==> src/rtl/lenet_frame_sequencer.sv <==
// Sequences one Mini_LeNet inference: streams a 28x28 frame from the pixel buffer,
// appends pad beats, waits out the network latency and reports the predicted class.
module lenet_frame_sequencer #(
    parameter int N_PIX       = 784,
    parameter int PAD_BEATS   = 1,
    parameter int RES_LATENCY = 4096,
    parameter int ADDR_W      = 10,
    parameter int LAT_W       = 13
) (
    input  logic              clk,
    input  logic              rst_n,
    input  logic              start,
    input  logic              hold,
    output logic              busy,
    output logic              rd_en,
    output logic [ADDR_W-1:0] rd_addr,
    input  logic [7:0]        rd_data,
    output logic [7:0]        cnn_data,
    output logic              cnn_data_valid,
    input  logic [3:0]        cnn_pred,
    output logic [3:0]        result,
    output logic              result_valid
);

    localparam int PAD_W = (PAD_BEATS > 1) ? $clog2(PAD_BEATS) : 1;
    localparam logic [ADDR_W-1:0] PIX_LAST = ADDR_W'(N_PIX - 1);
    localparam logic [PAD_W-1:0]  PAD_LAST = PAD_W'((PAD_BEATS > 0) ? PAD_BEATS - 1 : 0);
    localparam logic [LAT_W-1:0]  LAT_LAST = LAT_W'(RES_LATENCY - 1);

    typedef enum logic [2:0] {
        S_IDLE,
        S_FEED,
        S_PAD,
        S_WAIT,
        S_DONE
    } state_t;

    state_t            state, state_next;
    logic [ADDR_W-1:0] pix_cnt, pix_cnt_next;
    logic [PAD_W-1:0]  pad_cnt, pad_cnt_next;
    logic [LAT_W-1:0]  lat_cnt, lat_cnt_next;
    logic              result_load;
    logic              rd_vld_q;
    logic              pad_vld_q;

    always_comb begin
        state_next   = state;
        pix_cnt_next = pix_cnt;
        pad_cnt_next = pad_cnt;
        lat_cnt_next = lat_cnt;
        rd_en        = 1'b0;
        result_load  = 1'b0;
        case (state)
            S_IDLE: begin
                if (start) begin
                    state_next   = S_FEED;
                    pix_cnt_next = '0;
                end
            end
            S_FEED: begin
                // hold lends the buffer port to the camera writer: no read, counter frozen
                if (!hold) begin
                    rd_en = 1'b1;
                    if (pix_cnt == PIX_LAST) begin
                        pix_cnt_next = '0;
                        pad_cnt_next = '0;
                        lat_cnt_next = '0;
                        state_next   = (PAD_BEATS == 0) ? S_WAIT : S_PAD;
                    end else begin
                        pix_cnt_next = pix_cnt + 1'b1;
                    end
                end
            end
            S_PAD: begin
                if (pad_cnt == PAD_LAST) begin
                    state_next   = S_WAIT;
                    lat_cnt_next = '0;
                end else begin
                    pad_cnt_next = pad_cnt + 1'b1;
                end
            end
            S_WAIT: begin
                if (lat_cnt == LAT_LAST) begin
                    state_next  = S_DONE;
                    result_load = 1'b1;
                end else begin
                    lat_cnt_next = lat_cnt + 1'b1;
                end
            end
            S_DONE: begin
                state_next = S_IDLE;
            end
            default: begin
                state_next = S_IDLE;
            end
        endcase
    end

    always_ff @(posedge clk or negedge rst_n) begin
        if (!rst_n) begin
            state     <= S_IDLE;
            pix_cnt   <= '0;
            pad_cnt   <= '0;
            lat_cnt   <= '0;
            rd_vld_q  <= 1'b0;
            pad_vld_q <= 1'b0;
            result    <= '0;
        end else begin
            state     <= state_next;
            pix_cnt   <= pix_cnt_next;
            pad_cnt   <= pad_cnt_next;
            lat_cnt   <= lat_cnt_next;
            rd_vld_q  <= rd_en;
            pad_vld_q <= (state == S_PAD);
            if (result_load) begin
                result <= cnn_pred;
            end
        end
    end

    // Stream to Mini_LeNet has no back-pressure: every cycle with cnn_data_valid=1
    // is one accepted beat; rd_data arrives the cycle after rd_en and is passed straight on.
    assign cnn_data_valid = rd_vld_q | pad_vld_q;
    assign cnn_data       = rd_vld_q ? rd_data : 8'd0;
    assign rd_addr        = pix_cnt;
    assign busy           = (state != S_IDLE);
    assign result_valid   = (state == S_DONE);

endmodule

==> config.mk <==
export PLATFORM = sky130hd
export DESIGN_NAME = lenet_frame_sequencer
export DESIGN_NICKNAME = d
export VERILOG_FILES = /design/src/rtl/lenet_frame_sequencer.sv
export SDC_FILE = /design/constraint.sdc
export NUM_CORES = 1
export LEC_CHECK = 0
export CAP_MARGIN = 30
export CORE_UTILIZATION = 54
export CTS_CLUSTER_DIAMETER = 50
export DETAILED_ROUTE_END_ITERATION = 7
export PLACE_DENSITY = 0.88
export RECOVER_POWER = 25
export SETUP_SLACK_MARGIN = 0.5
export SYNTH_ARGS = -nofsm -noshare
export SYNTH_HDL_FRONTEND = slang
export SYNTH_SLANG_ARGS = --single-unit
export TNS_END_PERCENT = 10
==> constraint.sdc <==
create_clock -name clk -period 4 [get_ports clk]
set_input_delay 0.6 -clock clk [delete_from_list [all_inputs] [get_ports clk]]
set_output_delay 0.6 -clock clk [all_outputs]
set_load 0.01 [all_outputs]
==> Word-level counts from Yosys, hierarchy flattened <==
Cells that the tools add are included.
{ "word_totals": {"input_bits": 16, "out_inout_bits": 26, "reg_bits": 33} }
{ "op_classes": {"reduce_logical": 9, "n_bitwise": 1, "mux": 24, "n_eq_ne": 12, "n_addsub": 3} }
{ "op_table": {"columns": ["operator", "count"], "rows": [
  ["13-bit 2-to-1 mux", 4],
  ["13-bit one-hot mux with 3 select lines", 1],
  ["10-bit 2-to-1 mux", 3],
  ["10-bit one-hot mux with 2 select lines", 1],
  ["3-bit 2-to-1 mux", 5],
  ["13-bit by 1-bit adder with 13-bit output, second input constant", 1],
  ["13-bit by 12-bit == test with 1-bit output, second input constant", 1],
  ["2-bit != test, second input constant", 6],
  ["3-bit one-hot mux with 4 select lines", 1],
  ["10-bit by 1-bit adder with 10-bit output, second input constant", 1],
  ["10-bit == test, second input constant", 1],
  ["5-bit AND reduction", 2],
  ["8-bit 2-to-1 mux", 1],
  ["1-bit 2-to-1 mux", 7],
  ["3-bit by 2-bit == test with 1-bit output, second input constant", 2],
  ["3-bit AND reduction", 2],
  ["3-bit nonzero test", 2],
  ["2-bit nonzero test", 2],
  ["3-bit by 1-bit == test with 1-bit output, second input constant", 1],
  ["3-bit == test, second input constant", 1],
  ["3-bit logical NOT", 1],
  ["1-bit one-hot mux with 2 select lines", 1],
  ["1-bit adder, second input constant", 1],
  ["1-bit bitwise OR", 1]
]} }

==> Depth between registers and ports, before layout <==
Gate-level depths: netlist (run 1).
{ "depth": {"ltp_word": 4, "ltp_mapped": 6, "depth_no_buf": 5} }

==> Worst setup path before layout (run 1) <==
No wires, ideal clock.
{ "synth_timing": {"path_kind": "input to output", "from": "in hold", "to": "out rd_en", "slack_ns": 2.167, "t_arrival_ns": 1.233, "required_ns": 3.400, "path_stages": 3, "path_cell_list": "nor2b_1 o21ai_1 nor2_1"} }
{ "synth_between": {"elab_chain_cells": 2} }
{ "synth_lines": {"columns": ["item", "line_no", "rtl"], "rows": [
  ["start, declared", "13", "input logic hold,"],
  ["1-bit 2-to-1 mux", "62", "if (!hold) begin"],
  ["1-bit 2-to-1 mux", "53", "case (state)"],
  ["end, declared", "15", "output logic rd_en,"]
]} }
No other way between the ends.

==> Worst setup path in the final report (run 1) <==
Ends and elaborated chain as after synthesis.

==> flow_results.org, run 1 <==
** Logic synthesis
- Yosys mapped the design onto 46 distinct sky130hd cell types.
- The number of nets in the synthesized netlist is ~210.
- In this run, synthesis produced a sequential element count of 32.
- Simple-gate portion of the synthesized area :: 29.8%
- Share of Yosys cell area claimed by the top area cell type :: 43.2%
- Arithmetic-cell share of the synthesized area counting full adders, half adders and majority gates :: 1.35%
- Cell area after synthesis :: 1850 sq um
- Sorting the synthesized cells by area gives the leading types as sky130_fd_sc_hd__dfrtp_1 (43%), sky130_fd_sc_hd__nand2_1 (4.0%), sky130_fd_sc_hd__o221ai_2 (3.2%).
- Portion of the post-synthesis area used by sequential elements :: 43.2%
- Summing the areas of all xor and xnor instances in the mapped netlist gives 0% of the synthesized area.
- The synthesized netlist devotes between 10% and 20% of its cell area to compound gates.
- Counting flops with a built-in enable in the synthesized netlist gives 0.
- Of the post-synthesis cell area, the part taken by muxes is approximately 3.0%.
- During synthesis, Yosys emitted a total of 0 warnings.
- For this run, the leading register cell type out of synthesis is sky130_fd_sc_hd__dfrtp_1.
- Largest family of logic cells by synthesized area :: simple AND/OR/NAND/NOR gates
- Async set or reset register ratio after synthesis :: between 90% and 100%
- Gate Count Post-Synth :: between 150 and 200
- A synthesized cell averages roughly 9.5 sq um.
- Top cell type by total area after synthesis :: sky130_fd_sc_hd__dfrtp_1

** Global routing
- The number of global-route vias before repair was 1,489.
- Maximum number of pins on one net before global-route repair :: 33
- Global routing finished with a remaining overflow of 0.
- The initial antenna violation count came to 0.
- Global-route wire length before repair :: 6.49 mm
- Overall track demand over capacity in global routing :: 24.0%

** Worst setup path
- Data on the critical path is required at its endpoint by 3400 ps.
- In this run the worst setup path begins at hold.
- CP max stage delay :: ~560 ps
- The worst setup path is launched from an input port.
- Highest-delay cell along the critical path :: sky130_fd_sc_hd__clkdlybuf4s50_1
- Origin of the critical flop-to-flop path :: rd_addr[1]$_DFFE_PN0P_
- Worst EP arrival :: 2270 ps
- Measured in cells, the most critical reg-to-reg path has a length of 5.
- Critical path peak fanout :: 7
- Terminus of the critical flop-to-flop path :: lat_cnt[2]$_DFFE_PN0P_
- The critical path is of the in -> out type.
- The cell that appears most often on the critical path is sky130_fd_sc_hd__clkdlybuf4s50_1.
- Setup crit end kind :: output pin
- Slack of the worst reg-to-reg path :: about 1800 ps
- Cells traversed along the worst timing path :: clkdlybuf4s50_1 > nor2b_1 > o21ai_1 > nor2_1 > clkdlybuf4s50_1

** STA
- For this run, the top clock speed supported by timing is 348 MHz.
- The max-slew violation count was 33.
- Max Clock Skew :: roughly 9 ps
- Shortest clock period the worst path allows after layout :: 2870 ps
- Setup repair after global routing left no endpoint under its margin.
- Once routing completed, OpenROAD measured the worst setup slack at 1130 ps.
- Of the available clock period, the critical path in the final layout requires a little under three quarters.
- Final sum of negative setup slack :: 0 ps
- Transition at the pin with the smallest max-transition slack :: 1730 ps
- In this run the tightest slew margin relative to its limit is -15.3%.
- Total setup violations reported at the end of the flow :: 0
- Fin. Hold Viols :: 0

** Worst hold path
- Endpoint of the worst hold path :: state[2]$_DFFE_PN0P_
- Hold path cells :: 1
- In this run the most critical hold path is launched from lat_cnt[12]$_DFFE_PN0P_.
- Min-Delay Path Class :: reg -> reg

** Place
- Minimum setup slack after placement :: 1110 ps
- Input and output buffers added on the ports amount to slightly above 40.
- Placed cell area :: 2260 sq um
- At the end of routability-driven placement, the weighted congestion stood at 0.878.
- Detailed placement HPWL :: 2.90 mm

** Status
- Result of the run :: finished with violations
- The final reports fail on capacitance limit, slew limit.

** Clock network
- Clock Sinks :: 32
- Clock-pin slew was measured on the worst setup and hold paths at 100 ps.
- Post-CTS timing repair inserted 0 buffers for setup.
- The number of hold buffers added after CTS was 0.
- TritonCTS built the clock tree.
- Post-CTS repair changed the size of 0 cells.
- The H-tree generated during clock tree synthesis spans 2 levels.
- The tree is rooted in a sky130_fd_sc_hd__clkbuf_4.
- The clock passes through at most 2 buffers.
- Clock latency on the worst-skew pair, taken at its later pin, is 340 ps.
- Counting the buffers created by CTS gives 5.

** Finish
- Net count reported at finish :: 254
- Share of the core filled with cells in the final layout :: 73.6%
- Area of all placed cells without fillers :: roughly 2300 sq um
- Layout overhead on the synthesized area :: 25.2%
- Fillers :: 254
- Antenna diode instance count :: 0
- The post-route netlist has 12.2% of its cells at a drive strength greater than 1.

** Drt
- Via/cell ratio :: 5.90
- For this run, the detailed router's first-pass iteration total came to 5.
- Average wire per cell in the routed design :: 14.2 um
- The detailed router finished its first iteration with 121 violations.
- After detailed routing, the number of remaining DRC violations is 0.
- Overall via count from detail_route :: 1,659
- Final ANT Viol Nets :: 0
- After detailed routing, the total wire length is between 3 and 4 mm.

** Floorplan
- The floorplan step defined a die boundary enclosing 3670 sq um.
- Placeable Area :: 3150 sq um
- The die is a little over 60 um tall.
- I/O pin count :: 42
- Rows :: 20
- The floorplan step set the die width to 60.6 um.
- Starting Density :: around three fifths

** Pwr
- In this run the static leakage power is 0.965 nW.
- Power comes to around 0.89 mW.
- Dividing total power by cell area gives a power density of slightly below 400 nW/um^2.
- The worst-case IR drop observed on VDD is 0.251 mV.

** Run
- Across the run, the number of max-cap violations was 1.
state kept, by name, indices dropped and copies added (netlist names):
signal	flops
result	4
lat_cnt	13
rd_vld_q	1
state	3
rd_addr	10
pad_vld_q	1
where the power goes:
part | switching (mW) | total (mW) | internal [mW]
Sequential | 0.0597 | 0.424 | 0.365
Combinational | 0.120 | 0.273 | 0.153
Clock | 0.114 | 0.197 | 0.0835
cell usage after synthesis, drive strengths merged, types with 2 or more instances:
cell type,number
ha,2
buf,6
dfrtp,32
nand2,21
inv,10
nand3,11
and3,5
a21boi,2
and4,2
nor3b,2
clkbuf,2
or2,2
o21ai,11
a2bb2oi,2
a31oi,10
and2,9
or4b,2
nor4,2
nor2b,2
mux2,4
nor2,12
a21oi,6
o221ai,6
o22ai,3
nand4,8
nor3,5
or3,2
nand2b,4
how the worst max path moves through the flow:
stage	slack, ps	to	cells past startpoint
after floorplan	2170	rd_en	3
after global placement	1140	rd_en	5
after detailed placement	1110	rd_en	5
after CTS	1110	rd_en	5
after global routing	990	rd_en	5
final	1130	rd_en	5
cell type report:
cell class                      count  area (sq um)  area share, %
Clock buffer                        6          51.3           2.21
Clock inverter                      2          10.0          0.431
Inverter                           10          37.5           1.62
Multi-Input combinational cell    145           952           41.0
Sequential cell                    32           801           34.5
Tap cell                           44          55.1           2.37
Timing Repair Buffer               42           414           17.8
cell families (layout without fill, tap and decap cells):
| family | Yosys count | in the layout |
|---|---|---|
| buffers and inverters | 18 | 60 |
| AND/OR/NAND/NOR | 95 | 95 |
| flip-flops | 32 | 32 |
| multiplexers | 5 | 5 |
| AO/OA/AOI/OAI | 43 | 43 |
| adder cells (fa/ha/maj) | 2 | 2 |
metrics by stage:
step	instances	hold slack (ps)
after floorplan	195	304
after global placement	273	485
after detailed placement	273	490
after CTS	281	504
after global routing	281	523
final	281	505
layout by cell type (no fill, tap or decap), types with 6 or more instances in the layout:
master,n
sky130_fd_sc_hd__o21ai_0,8
sky130_fd_sc_hd__dfrtp_1,32
sky130_fd_sc_hd__nand2_1,20
sky130_fd_sc_hd__and2_1,9
sky130_fd_sc_hd__a21oi_1,6
sky130_fd_sc_hd__inv_1,10
sky130_fd_sc_hd__a31oi_1,9
sky130_fd_sc_hd__nand4_1,7
sky130_fd_sc_hd__nor2_1,12
sky130_fd_sc_hd__nand3_1,10
sky130_fd_sc_hd__clkdlybuf4s50_1,40
critical path: cells and delay by family:
family                 cells  cell delay (ps)
AOI/OAI and AO/OA          1              230
buffers and inverters      2              990
and+or+nand+nor            2              440
layer usage:
layer | up-vias | track usage (%) | wire length [um] | part of all wire [%]
met1 | 778 | 30.4 | 1740 | 44
li1 | 798 | - | - | -
met3 | 7 | 5.54 | 337 | 8.4
met2 | 76 | 38.9 | 1840 | 46
met4 | 0 | 11.4 | 70 | 1.8
met5 | - | 0 | 0 | 0
No activity file was read; power rests on OpenSTA's default activity.
==> run 2: changes to the inputs <==
--- a/config.mk
+++ b/config.mk
@@ -6,10 +6,10 @@
 export NUM_CORES = 1
 export LEC_CHECK = 0
 export CAP_MARGIN = 30
-export CORE_UTILIZATION = 54
+export CORE_UTILIZATION = 50
 export CTS_CLUSTER_DIAMETER = 50
 export DETAILED_ROUTE_END_ITERATION = 7
-export PLACE_DENSITY = 0.88
+export PLACE_DENSITY = 0.83
 export RECOVER_POWER = 25
 export SETUP_SLACK_MARGIN = 0.5
 export SYNTH_ARGS = -nofsm -noshare
==> constraint.sdc (replaced) <==
create_clock -name clk -period 2.7 [get_ports clk]
set_input_delay 0.405 -clock clk [delete_from_list [all_inputs] [get_ports clk]]
set_output_delay 0.405 -clock clk [all_outputs]
set_load 0.01 [all_outputs]
==> flow_results.org, run 2 (same netlist as run 1, synthesis figures left out) <==
** Worst setup path
- The library cell contributing the largest single delay on the critical path is sky130_fd_sc_hd__clkdlybuf4s50_1 (unchanged).
- CP max stage delay :: 500 ps (was 560 ps)
- Critical path peak fanout :: 11 (was 7)
- WP data required :: 2300 ps (was 3400 ps)
- Cells traversed along the worst timing path :: or3_1 > clkdlybuf4s50_1 (was clkdlybuf4s50_1 > nor2b_1 > o21ai_1 > nor2_1 > clkdlybuf4s50_1)
- Worst Setup Path Type :: reg -> out (was in -> out)
- Worst EP arrival :: 1680 ps (was 2270 ps)
- Setup crit end kind :: output pin (unchanged)
- The critical path startpoint category is a flop (was input port).

** Status
- Result of the run: finished clean (was finished with violations).

** STA
- The worst path in the final design needs a cycle of 2080 ps, including I/O delays and setup.
- Timing would allow up to 480 MHz.
- The relative slew slack is 58.4% (was -15.3%).
- Total setup violations reported at the end of the flow :: 0 (unchanged)
- The max-slew violation count was 0 (was 33).
- The worst-margin pin slew came to 622 ps (was 1730 ps).
- Unrepaired setup endpoints after global routing: false (unchanged).
- Max Clock Skew :: 6.89 ps (was 8.99 ps)
- Fin. Hold Viols :: 0 (unchanged)
- The final-layout setup total negative slack is 0 ps (unchanged).
- In the finished design, the share of the clock period the worst path needs comes to 77.2%.

** Pwr
- The share of power burned in the clock network was 30.1% (was 22.1%).
- Proportion of power drawn by combinational gates :: 27.5% (was 30.5%)
- The static leakage came to 0.997 nW (was 0.965 nW).
- Areal power density over the cells :: 624 nW/um^2 (was 386 nW/um^2)
- The relative contribution of sequential cells to total power was 42.4% (was 47.4%).
- The fraction of power spent switching nets was 30.1% (was 32.9%).
- IR drop worst, VDD :: 0.382 mV (was 0.251 mV)
- Internal power :: 1.04 mW (was 0.601 mW)
- The switching power came to 0.450 mW (was 0.294 mW).

** Global routing
- Global-route track usage on met3 :: 7.12% (was 5.54%)
- Maximum number of pins on one net before global-route repair :: 33 (unchanged)
- The met1 track utilization from global routing is 30.3% (was 30.4%).
- The initial antenna violation count is 0 (unchanged).
- Layer with the highest usage after global routing :: met2 (unchanged)
- The global-route wire length before repair is 7.58 mm (was 6.49 mm).
- Overall track demand over capacity in global routing :: 24.7% (was 24.0%)
- The overall overflow remaining after global route came to 0 (unchanged).
- The met2 demand-to-capacity share in global routing is 40.3% (was 38.9%).
- The number of global-route vias before repair is 1,642 (was 1,489).

** Finish
- The area added between synthesis and finish is 29.0% (was 25.2%).
- The area of all placed cells without fillers is 2390 sq um (was 2320 sq um).
- Flip-flop count of the largest register, all copies and words added :: 13 (unchanged)
- The number of inserted filler cells in the final layout is 286 (was 254).
- Most flop-heavy register :: lat_cnt (unchanged)
- Fraction of final layout cells with drive strength greater than 1 :: 14.2% (was 12.2%)
- The number of antenna diodes was 0 (unchanged).
- The final layout net count came to 256 (was 254).
- Most common cell after layout, fill and taps aside :: sky130_fd_sc_hd__clkdlybuf4s50_1 (unchanged)
- Most frequent cells in the layout: sky130_fd_sc_hd__clkdlybuf4s50_1 (39), sky130_fd_sc_hd__dfrtp_1 (30), sky130_fd_sc_hd__nand2_1 (20), sky130_fd_sc_hd__nor2_1 (12) (was sky130_fd_sc_hd__clkdlybuf4s50_1 (40), sky130_fd_sc_hd__dfrtp_1 (32), sky130_fd_sc_hd__nand2_1 (20), sky130_fd_sc_hd__nor2_1 (12)).

** Place
- The cell area after placement is 2280 sq um (was 2260 sq um).
- The HPWL reported at the end of detailed placement came to 2.99 mm (was 2.90 mm).
- Count of port buffers added during placement :: 41 (unchanged)
- Weighted congestion reported at the end of routability-driven placement :: 0.841 (was 0.878)

** Clock network
- The number of cells upsized or downsized after cts was 4 (was 0).
- Clock Sinks :: 32 (unchanged)
- Maximum buffer depth of the clock tree :: 2 (unchanged)
- CTS tree :: built (unchanged)
- Count of hold buffers inserted by post-cts repair :: 0 (unchanged)
- The clock transition time at the flip-flop clock pins of the worst setup and hold paths is 60 ps (was 100 ps).
- Worst-Skew Late Latency :: 290 ps (was 340 ps)
- The depth of the CTS H-tree is 2 (unchanged).
- Total setup buffers inserted after CTS :: 0 (unchanged)
- TritonCTS buffer count :: 5 (unchanged)
- Cell chosen for the clock root :: sky130_fd_sc_hd__clkbuf_8 (was sky130_fd_sc_hd__clkbuf_4)

** Drt
- Via/cell ratio :: 5.84 (was 5.90)
- Final ANT Viol Nets :: 0 (unchanged)
- Drc violations :: 0 (unchanged)
- Overall via count from detail_route :: 1,664 (was 1,659)
- The number of DRC violations after detailed-routing iteration 0 is 88 (was 121).
- The detailed-route wire length per cell was 14.9 um (was 14.2 um).
- The final wirelength came to 4.24 mm (was 3.99 mm).
- The first-pass iteration count of the detailed router came to 4 (was 5).

** Floorplan
- Horizontal die dimension :: 62.9 um (was 60.6 um)
- The floorplan die area was 3960 sq um (was 3670 sq um).
- Overall die height :: 62.9 um (was 60.6 um)
- Starting Density :: 53.9% (was 58.8%)
- Placeable Area :: 3440 sq um (was 3150 sq um)
- The number of standard-cell rows in the floorplan was 21 (was 20).
- The number of ports placed on the die boundary is 42 (unchanged).

** Worst hold path
- Min-Delay Path Class :: reg -> reg (unchanged)

** Run
- The max capacitance violation total came to 0 (was 1).
[run 2: cell count changes in the layout (fill, tap and decap cells not counted), moves of 2 or more]
cell	delta
sky130_fd_sc_hd__clkbuf_4	-5
sky130_fd_sc_hd__clkbuf_8	+4
sky130_fd_sc_hd__buf_4	+3
sky130_fd_sc_hd__dfrtp_1	-2
sky130_fd_sc_hd__dfrtp_2	+2
[run 2: path summary, 6_finish.rpt]
path                                        start                     end  slack (ps)  depth (start not counted)
hold reg to reg             result[2]$_DFFE_PN0P_   result[2]$_DFFE_PN0P_         500                          1
setup reg to reg           rd_addr[0]$_DFFE_PN0P_  rd_addr[7]$_DFFE_PN0P_         700                          5
min in group asynchronous                   rst_n  rd_addr[8]$_DFFE_PN0P_         580                          2
hold / removal              result[2]$_DFFE_PN0P_   result[2]$_DFFE_PN0P_         500                          1
max in group asynchronous                   rst_n    state[2]$_DFFE_PN0P_        1790                          2
setup / recovery             state[2]$_DFFE_PN0P_                    busy         620                          2
[run 2: per-layer routing]
layer  up-vias  part of all wire [%]
li1        799                     -
met1       791                    44
met2        65                    49
met3         9                   5.7
met4         0                   1.5
met5         -                     0
[run 2: stage by stage]
stage	hold slack, ps	util [%]	power, mW	worst slack, ps	std cells
floorplan	109	-	0.813	957	195
global placement	482	66.3	1.04	357	277
detailed placement	493	66.3	1.05	316	277
CTS	503	69.5	1.50	613	285
global route	525	69.5	1.58	555	285
finish	503	69.5	1.49	615	285
[run 2: layout make-up]
type	instances	area, sq um	area share, %
clock buffer	6	72.6	3.03
clock inverter	2	35.0	1.46
inverter	10	37.5	1.57
multi-input combinational	145	955	39.9
sequential	32	803	33.6
tap	46	57.6	2.41
timing repair buffer	44	432	18.0
[run 2: worst max-delay path: cells and delay by family, from the launching register on]
kind | cells | cell delay [ps]
buf+inv | 1 | 500
flops | 1 | 480
simple gates | 1 | 420
[run 2: power by group through the flow]
| stage | clock [mW] | combinational, mW | sequential, mW |
|---|---|---|---|
| final | 0.449 | 0.411 | 0.634 |
| after CTS | 0.457 | 0.414 | 0.631 |
| after floorplan | 0 | 0.172 | 0.641 |
| after detailed placement | 0 | 0.413 | 0.639 |
| after global placement | 0 | 0.403 | 0.635 |
| after global routing | 0.483 | 0.450 | 0.648 |
